$ cat src/rtl/fir_unfold_ctrl.sv
`default_nettype none
// +--------------------------------------------------------------------------+
// | fir_unfold_ctrl: serial-to-3-lane front end and coefficient bank for an  |
// | unfolded FIR; optional zero-frame flush enabled by FIR_CTRL_FLUSH_EN.    |
// | Revision: 1.0                                                            |
// +--------------------------------------------------------------------------+
module fir_unfold_ctrl (
  input  logic       clk,
  input  logic       rst_n,
  input  logic       cfg_we,
  input  logic [3:0] cfg_addr,
  input  logic [9:0] cfg_data,
  input  logic       start,
  input  logic       stop,
  input  logic       s_valid,
  input  logic [9:0] s_data,
  output logic       s_ready,
  output logic [9:0] din0,
  output logic [9:0] din1,
  output logic [9:0] din2,
  output logic       vin0,
  output logic       vin1,
  output logic       vin2,
  output logic [9:0] b0,
  output logic [9:0] b1,
  output logic [9:0] b2,
  output logic [9:0] b3,
  output logic [9:0] b4,
  output logic [9:0] b5,
  output logic [9:0] b6,
  output logic [9:0] b7,
  output logic [9:0] b8,
  output logic [9:0] b9,
  output logic [9:0] b10,
  output logic [1:0] state,
  output logic       busy
);

  typedef enum logic [1:0] {
    ST_IDLE  = 2'b00,
    ST_RUN   = 2'b01,
    ST_FLUSH = 2'b10
  } state_t;

  localparam int c_NUM_COEF = 11;

  state_t     r_state;
  state_t     w_state_nxt;
  logic [1:0] r_lane;
  logic [1:0] w_lane_nxt;
  logic [9:0] r_l0;
  logic [9:0] r_l1;
  logic [9:0] w_l0_nxt;
  logic [9:0] w_l1_nxt;
  logic       w_full;
  logic       w_accept;
  logic       w_stop_run;
  logic [9:0] r_din0;
  logic [9:0] r_din1;
  logic [9:0] r_din2;
  logic       r_vin;
  logic [9:0] r_coef [0:c_NUM_COEF-1];
`ifdef FIR_CTRL_FLUSH_EN
  logic [1:0] r_flush_cnt;
`endif

  assign w_accept   = (r_state == ST_RUN) && s_valid;
  assign w_stop_run = (r_state == ST_RUN) && stop;

  always_ff @(posedge clk or negedge rst_n) begin
    if (!rst_n) r_state <= ST_IDLE;
    else        r_state <= w_state_nxt;
  end

  always_comb begin
    w_state_nxt = r_state;
    case (r_state)
      ST_IDLE: if (start && !stop) w_state_nxt = ST_RUN;
`ifdef FIR_CTRL_FLUSH_EN
      ST_RUN:   if (stop) w_state_nxt = ST_FLUSH;
      ST_FLUSH: if (r_flush_cnt == 2'd3) w_state_nxt = ST_IDLE;
`else
      ST_RUN:   if (stop) w_state_nxt = ST_IDLE;
`endif
      default: w_state_nxt = ST_IDLE;
    endcase
  end

  // Lane fill happens before stop is considered, so a same-cycle sample is kept.
  always_comb begin
    w_lane_nxt = r_lane;
    w_l0_nxt   = r_l0;
    w_l1_nxt   = r_l1;
    w_full     = 1'b0;
    if (w_accept) begin
      case (r_lane)
        2'd0: begin
          w_l0_nxt   = s_data;
          w_lane_nxt = 2'd1;
        end
        2'd1: begin
          w_l1_nxt   = s_data;
          w_lane_nxt = 2'd2;
        end
        default: begin
          w_full     = 1'b1;
          w_lane_nxt = 2'd0;
        end
      endcase
    end
  end

  always_ff @(posedge clk or negedge rst_n) begin
    if (!rst_n) begin
      r_lane <= 2'd0;
      r_l0   <= '0;
      r_l1   <= '0;
      r_din0 <= '0;
      r_din1 <= '0;
      r_din2 <= '0;
      r_vin  <= 1'b0;
    end else begin
      r_vin  <= 1'b0;
      r_l0   <= w_l0_nxt;
      r_l1   <= w_l1_nxt;
      r_lane <= w_stop_run ? 2'd0 : w_lane_nxt;
      if (w_full) begin
        r_din0 <= r_l0;
        r_din1 <= r_l1;
        r_din2 <= s_data;
        r_vin  <= 1'b1;
      end else if (w_stop_run && (w_lane_nxt != 2'd0)) begin
        r_din0 <= w_l0_nxt;
        r_din1 <= (w_lane_nxt == 2'd2) ? w_l1_nxt : 10'd0;
        r_din2 <= '0;
        r_vin  <= 1'b1;
      end
`ifdef FIR_CTRL_FLUSH_EN
      else if (r_state == ST_FLUSH) begin
        r_din0 <= '0;
        r_din1 <= '0;
        r_din2 <= '0;
        r_vin  <= 1'b1;
      end
`endif
    end
  end

`ifdef FIR_CTRL_FLUSH_EN
  always_ff @(posedge clk or negedge rst_n) begin
    if (!rst_n)                  r_flush_cnt <= 2'd0;
    else if (r_state == ST_FLUSH) r_flush_cnt <= r_flush_cnt + 2'd1;
    else                         r_flush_cnt <= 2'd0;
  end
`endif

  always_ff @(posedge clk or negedge rst_n) begin
    if (!rst_n) begin
      for (int k = 0; k < c_NUM_COEF; k++) r_coef[k] <= '0;
    end else if ((r_state == ST_IDLE) && cfg_we && (cfg_addr < 4'd11)) begin
      r_coef[cfg_addr] <= cfg_data;
    end
  end

  assign state   = r_state;
  assign busy    = (r_state != ST_IDLE);
  assign s_ready = (r_state == ST_RUN);
  assign din0    = r_din0;
  assign din1    = r_din1;
  assign din2    = r_din2;
  assign vin0    = r_vin;
  assign vin1    = r_vin;
  assign vin2    = r_vin;
  assign b0      = r_coef[0];
  assign b1      = r_coef[1];
  assign b2      = r_coef[2];
  assign b3      = r_coef[3];
  assign b4      = r_coef[4];
  assign b5      = r_coef[5];
  assign b6      = r_coef[6];
  assign b7      = r_coef[7];
  assign b8      = r_coef[8];
  assign b9      = r_coef[9];
  assign b10     = r_coef[10];

endmodule
`default_nettype wire

$ cat config.mk
export PLATFORM = sky130hd
export DESIGN_NAME = fir_unfold_ctrl
export DESIGN_NICKNAME = d
export VERILOG_FILES = /design/src/rtl/fir_unfold_ctrl.sv
export SDC_FILE = /design/constraint.sdc
export NUM_CORES = 1
export LEC_CHECK = 0
export CORE_MARGIN = 8
export CORE_UTILIZATION = 31
export CTS_BUF_LIST = sky130_fd_sc_hd__clkbuf_2
export DETAILED_ROUTE_END_ITERATION = 12
export PLACE_DENSITY_LB_ADDON = 0.1
export SLEW_MARGIN = 30
export SYNTH_ARGS = -nofsm -noshare
export SYNTH_HDL_FRONTEND = slang
export SYNTH_SLANG_ARGS = --single-unit
export TNS_END_PERCENT = 5
$ cat constraint.sdc
create_clock -name clk -period 1.57 [get_ports clk]
set_input_delay 0.314 -clock clk [delete_from_list [all_inputs] [get_ports clk]]
set_output_delay 0.314 -clock clk [all_outputs]
set_load 0.03 [all_outputs]
==> flow_metrics.tcl <==
set metrics [dict create \
    drtPass1Iterations 4 \
    cts_buffers 17 \
    synth_warnings 0 \
    die_area_um2 26800 \
    fmax_mhz 571 \
    synthCells 471 \
    cts_root_buf "clkbuf_2" \
    dp_slack_ps -483 \
    dp_cells 946 \
    wl_per_cell_um 19.6 \
    synthesis.nets 501 \
    ant_nets 0 \
    holdPathStages 3 \
    min_from "start" \
    clockBufferDepth 2 \
    synthXorXnorAreaFrac_pct 0 \
    fin_skew_ps 37.8 \
    timing.final.ws_setup_ps -181 \
    path_buf_inv 2 \
    layout_min_cycle_time_ps 1750 \
    cp_slowest_cell "dfrtp_2" \
    start_kind "flop" \
    die_h_um 164 \
    syn_area_um2 6750 \
    grt.total_usage_pct 14.7 \
    grt_pass1_wl_um 30200 \
    grt.overflow.total 0 \
    min_to "state[0]" \
    grtUsageMet2_pct 25.1 \
    cp_max_fo 4 \
    antenna_found_initial 1 \
    vdd_drop_max_mv 0.677 \
    cts_tree "built" \
    clk_pin_slew_worst_paths_ps 250 \
    path_delay_family "flip-flops" \
    cpMostUsedCell "buf_6" \
    place.gp.congestion 0.783 \
    p_total_mw 14.4 \
    use_met1_pct 16.3 \
    ff2ff_path_depth 5 \
    hpwl_um 14100 \
    maxCapViolCount 0 \
    coreArea_um2 21600 \
    fillCellCount 2009 \
    instances_no_fill 1003 \
    nNetsFinal 738 \
    setup_tns_ps -15170 \
    stdcell_area_um2 9920 \
    dr.first_iter.drc_count 149 \
    synth-simple-area-share_pct 4.85 \
    r2r_setup_slack_ps -130 \
    end_kind "output port" \
    met3_usage_pct 7.13 \
    violations "setup timing" \
    synth_compound_area_share_pct 9.19 \
    maxSlewHeadroom_pct 65.2 \
    post-route-util_pct 45.9 \
    finalHoldViolCount 0 \
    required_ps 1260 \
    drive_gt1_share_pct 56.4 \
    synth.area.mux_share_pct 21.7 \
    num_vias 4783 \
    port_buffers 175 \
    synth.distinct_cells 37 \
    seq_area_frac_synth_pct 60.8 \
    initial_core_util_pct 31.2 \
    finalSetupViolCount 206 \
    grt_pass1_vias 5212 \
    worst-setup-path-type "reg -> out" \
    clock_sinks 164 \
    ys_ff_latch 164 \
    worst_pin_slew_ps 521 \
    leakage_nw 4.80 \
    routed_wl_um 19700 \
    place_area_um2 9220 \
    cpPeakStageDelay_ps 470 \
    insertion_delay_ps 740 \
    crit_arrival_ps 1440 \
    grt_max_degree 38 \
    hp-class "in -> reg" \
    synth.avg_cell_area_um2 14.3 \
    viasPerCell 4.77 \
    route.detailed.drc 0 \
    status "complete, but fails checks" \
    synth_adder_area_share_pct 0 \
    fin_crit_sh_pct 112 \
    rows 54 \
    power_density_nw_per_um2 1450 \
    r2r-end "b7[4]" \
    drv_slew 0 \
    area_growth_pct 46.9 \
    synth_top_family_by_area "multiplexers" \
    chipWidth_um 164 \
    fin_hold_ws_ps 160 \
    cts_max_level 4 \
    crit_chain "buf_6 -> buf_6" \
    rsz0062_at_grt "true" \
    grt.busiest_layer "met2" \
    ioPinCount 177 \
    r2r_start "state[0]" \
]
-- area by class of cell --
cell class	count	area, um^2	share of cell area (%)
clock inverter	15	161	1.63
inverter	12	45.0	0.454
tap	280	350	3.53
antenna	2	5.00	0.0505
multi-input combinational	258	2490	25.1
clock buffer	17	85.1	0.858
sequential	164	4110	41.4
timing repair buffer	255	2680	27.0
-- worst register-to-register path, cell delays in order (launching register included) --
cell	delay, ps
dfrtp_2	470
buf_4	160
and4bb_4	330
and3_4	200
buf_12	130
mux2_2	330
-- metal layers --
metal	part of all wire [%]	wire length, um
met3	9.0	1760
met1	40	7800
met5	0	0
met2	51	9980
met4	0.74	146
-- worst max-delay path by stage --
stage / cells past startpoint / end / startpoint
final: 2 / s_ready / state[0]
after global routing: 2 / s_ready / state[0]
after CTS: 2 / s_ready / state[0]
after detailed placement: 5 / b4[7] / cfg_addr[3]
after global placement: 5 / b4[6] / cfg_addr[3]
after floorplan: 4 / b3[0] / state[0]
-- where the power goes --
| part | total [mW] | internal [mW] | switching [mW] | leakage (nW) |
|---|---|---|---|---|
| sequential | 6.08 | 5.31 | 0.772 | 2.05 |
| clock | 2.29 | 0.536 | 1.75 | 0.149 |
| combinational | 5.99 | 2.91 | 3.08 | 2.60 |
-- cell usage after synthesis, drive strengths merged --
cell    number  area share [%]
a22o        10             1.3
nor4b        1            0.35
a21oi       20             1.5
or3          1           0.093
o21a         4            0.46
o211ai       2            0.30
nor2b        1           0.093
o221a        3            0.50
nand3       10            0.74
inv         12            0.67
mux2       130              22
a21o        20             2.2
or4          1            0.11
clkbuf      16            0.89
a221oi      10             1.3
and4bb       3            0.67
nor2         3            0.17
o41ai        1            0.13
nand3b       3            0.33
dfrtp      164              61
nand2       11             1.2
and2b        1            0.11
o21ai        4            0.46
a221o        7             1.0
and2         1           0.093
and3        10            0.93
conb         1           0.056
buf         21             1.9
-- placed cells by master (no fill, tap or decap), drive strengths merged --
cell	instances
a21o	20
a21oi	20
a221o	7
a221oi	10
a22o	10
and2	1
and2b	1
and3	10
and4bb	3
buf	207
clkbuf	17
clkdlybuf4s15	17
clkdlybuf4s50	28
clkinv	6
conb	1
dfrtp	164
diode	2
dlygate4sd3	3
inv	21
mux2	130
nand2	11
nand3	10
nand3b	3
nor2	3
nor2b	1
nor4b	1
o211ai	2
o21a	4
o21ai	4
o221a	3
o41ai	1
or3	1
or4	1
-- registers in the layout, indices dropped and copies added (netlist names) --
signal  flops
b0         10
b1         10
b10        10
b2         10
b3         10
b4         10
b5         10
b6         10
b7         10
b8         10
b9         10
din0       10
din1       10
din2       10
r_l0       10
r_l1       10
r_lane      2
state       1
vin0        1
-- repair_timing --
action                                  in CTS  in global routing
hold buffers                                 4                  0
pin swaps                                    0                  3
setup buffers                               15                  4
hold endpoints to repair                   164                  0
resized for setup                          886                 54
endpoints found under the setup margin     204                271
-- cell families after synthesis --
family / after synthesis
mux: 130
other cells: 1
buf+inv: 49
simple gates: 46
compound gates: 81
flops: 164
(Power assumes the default switching activity.)
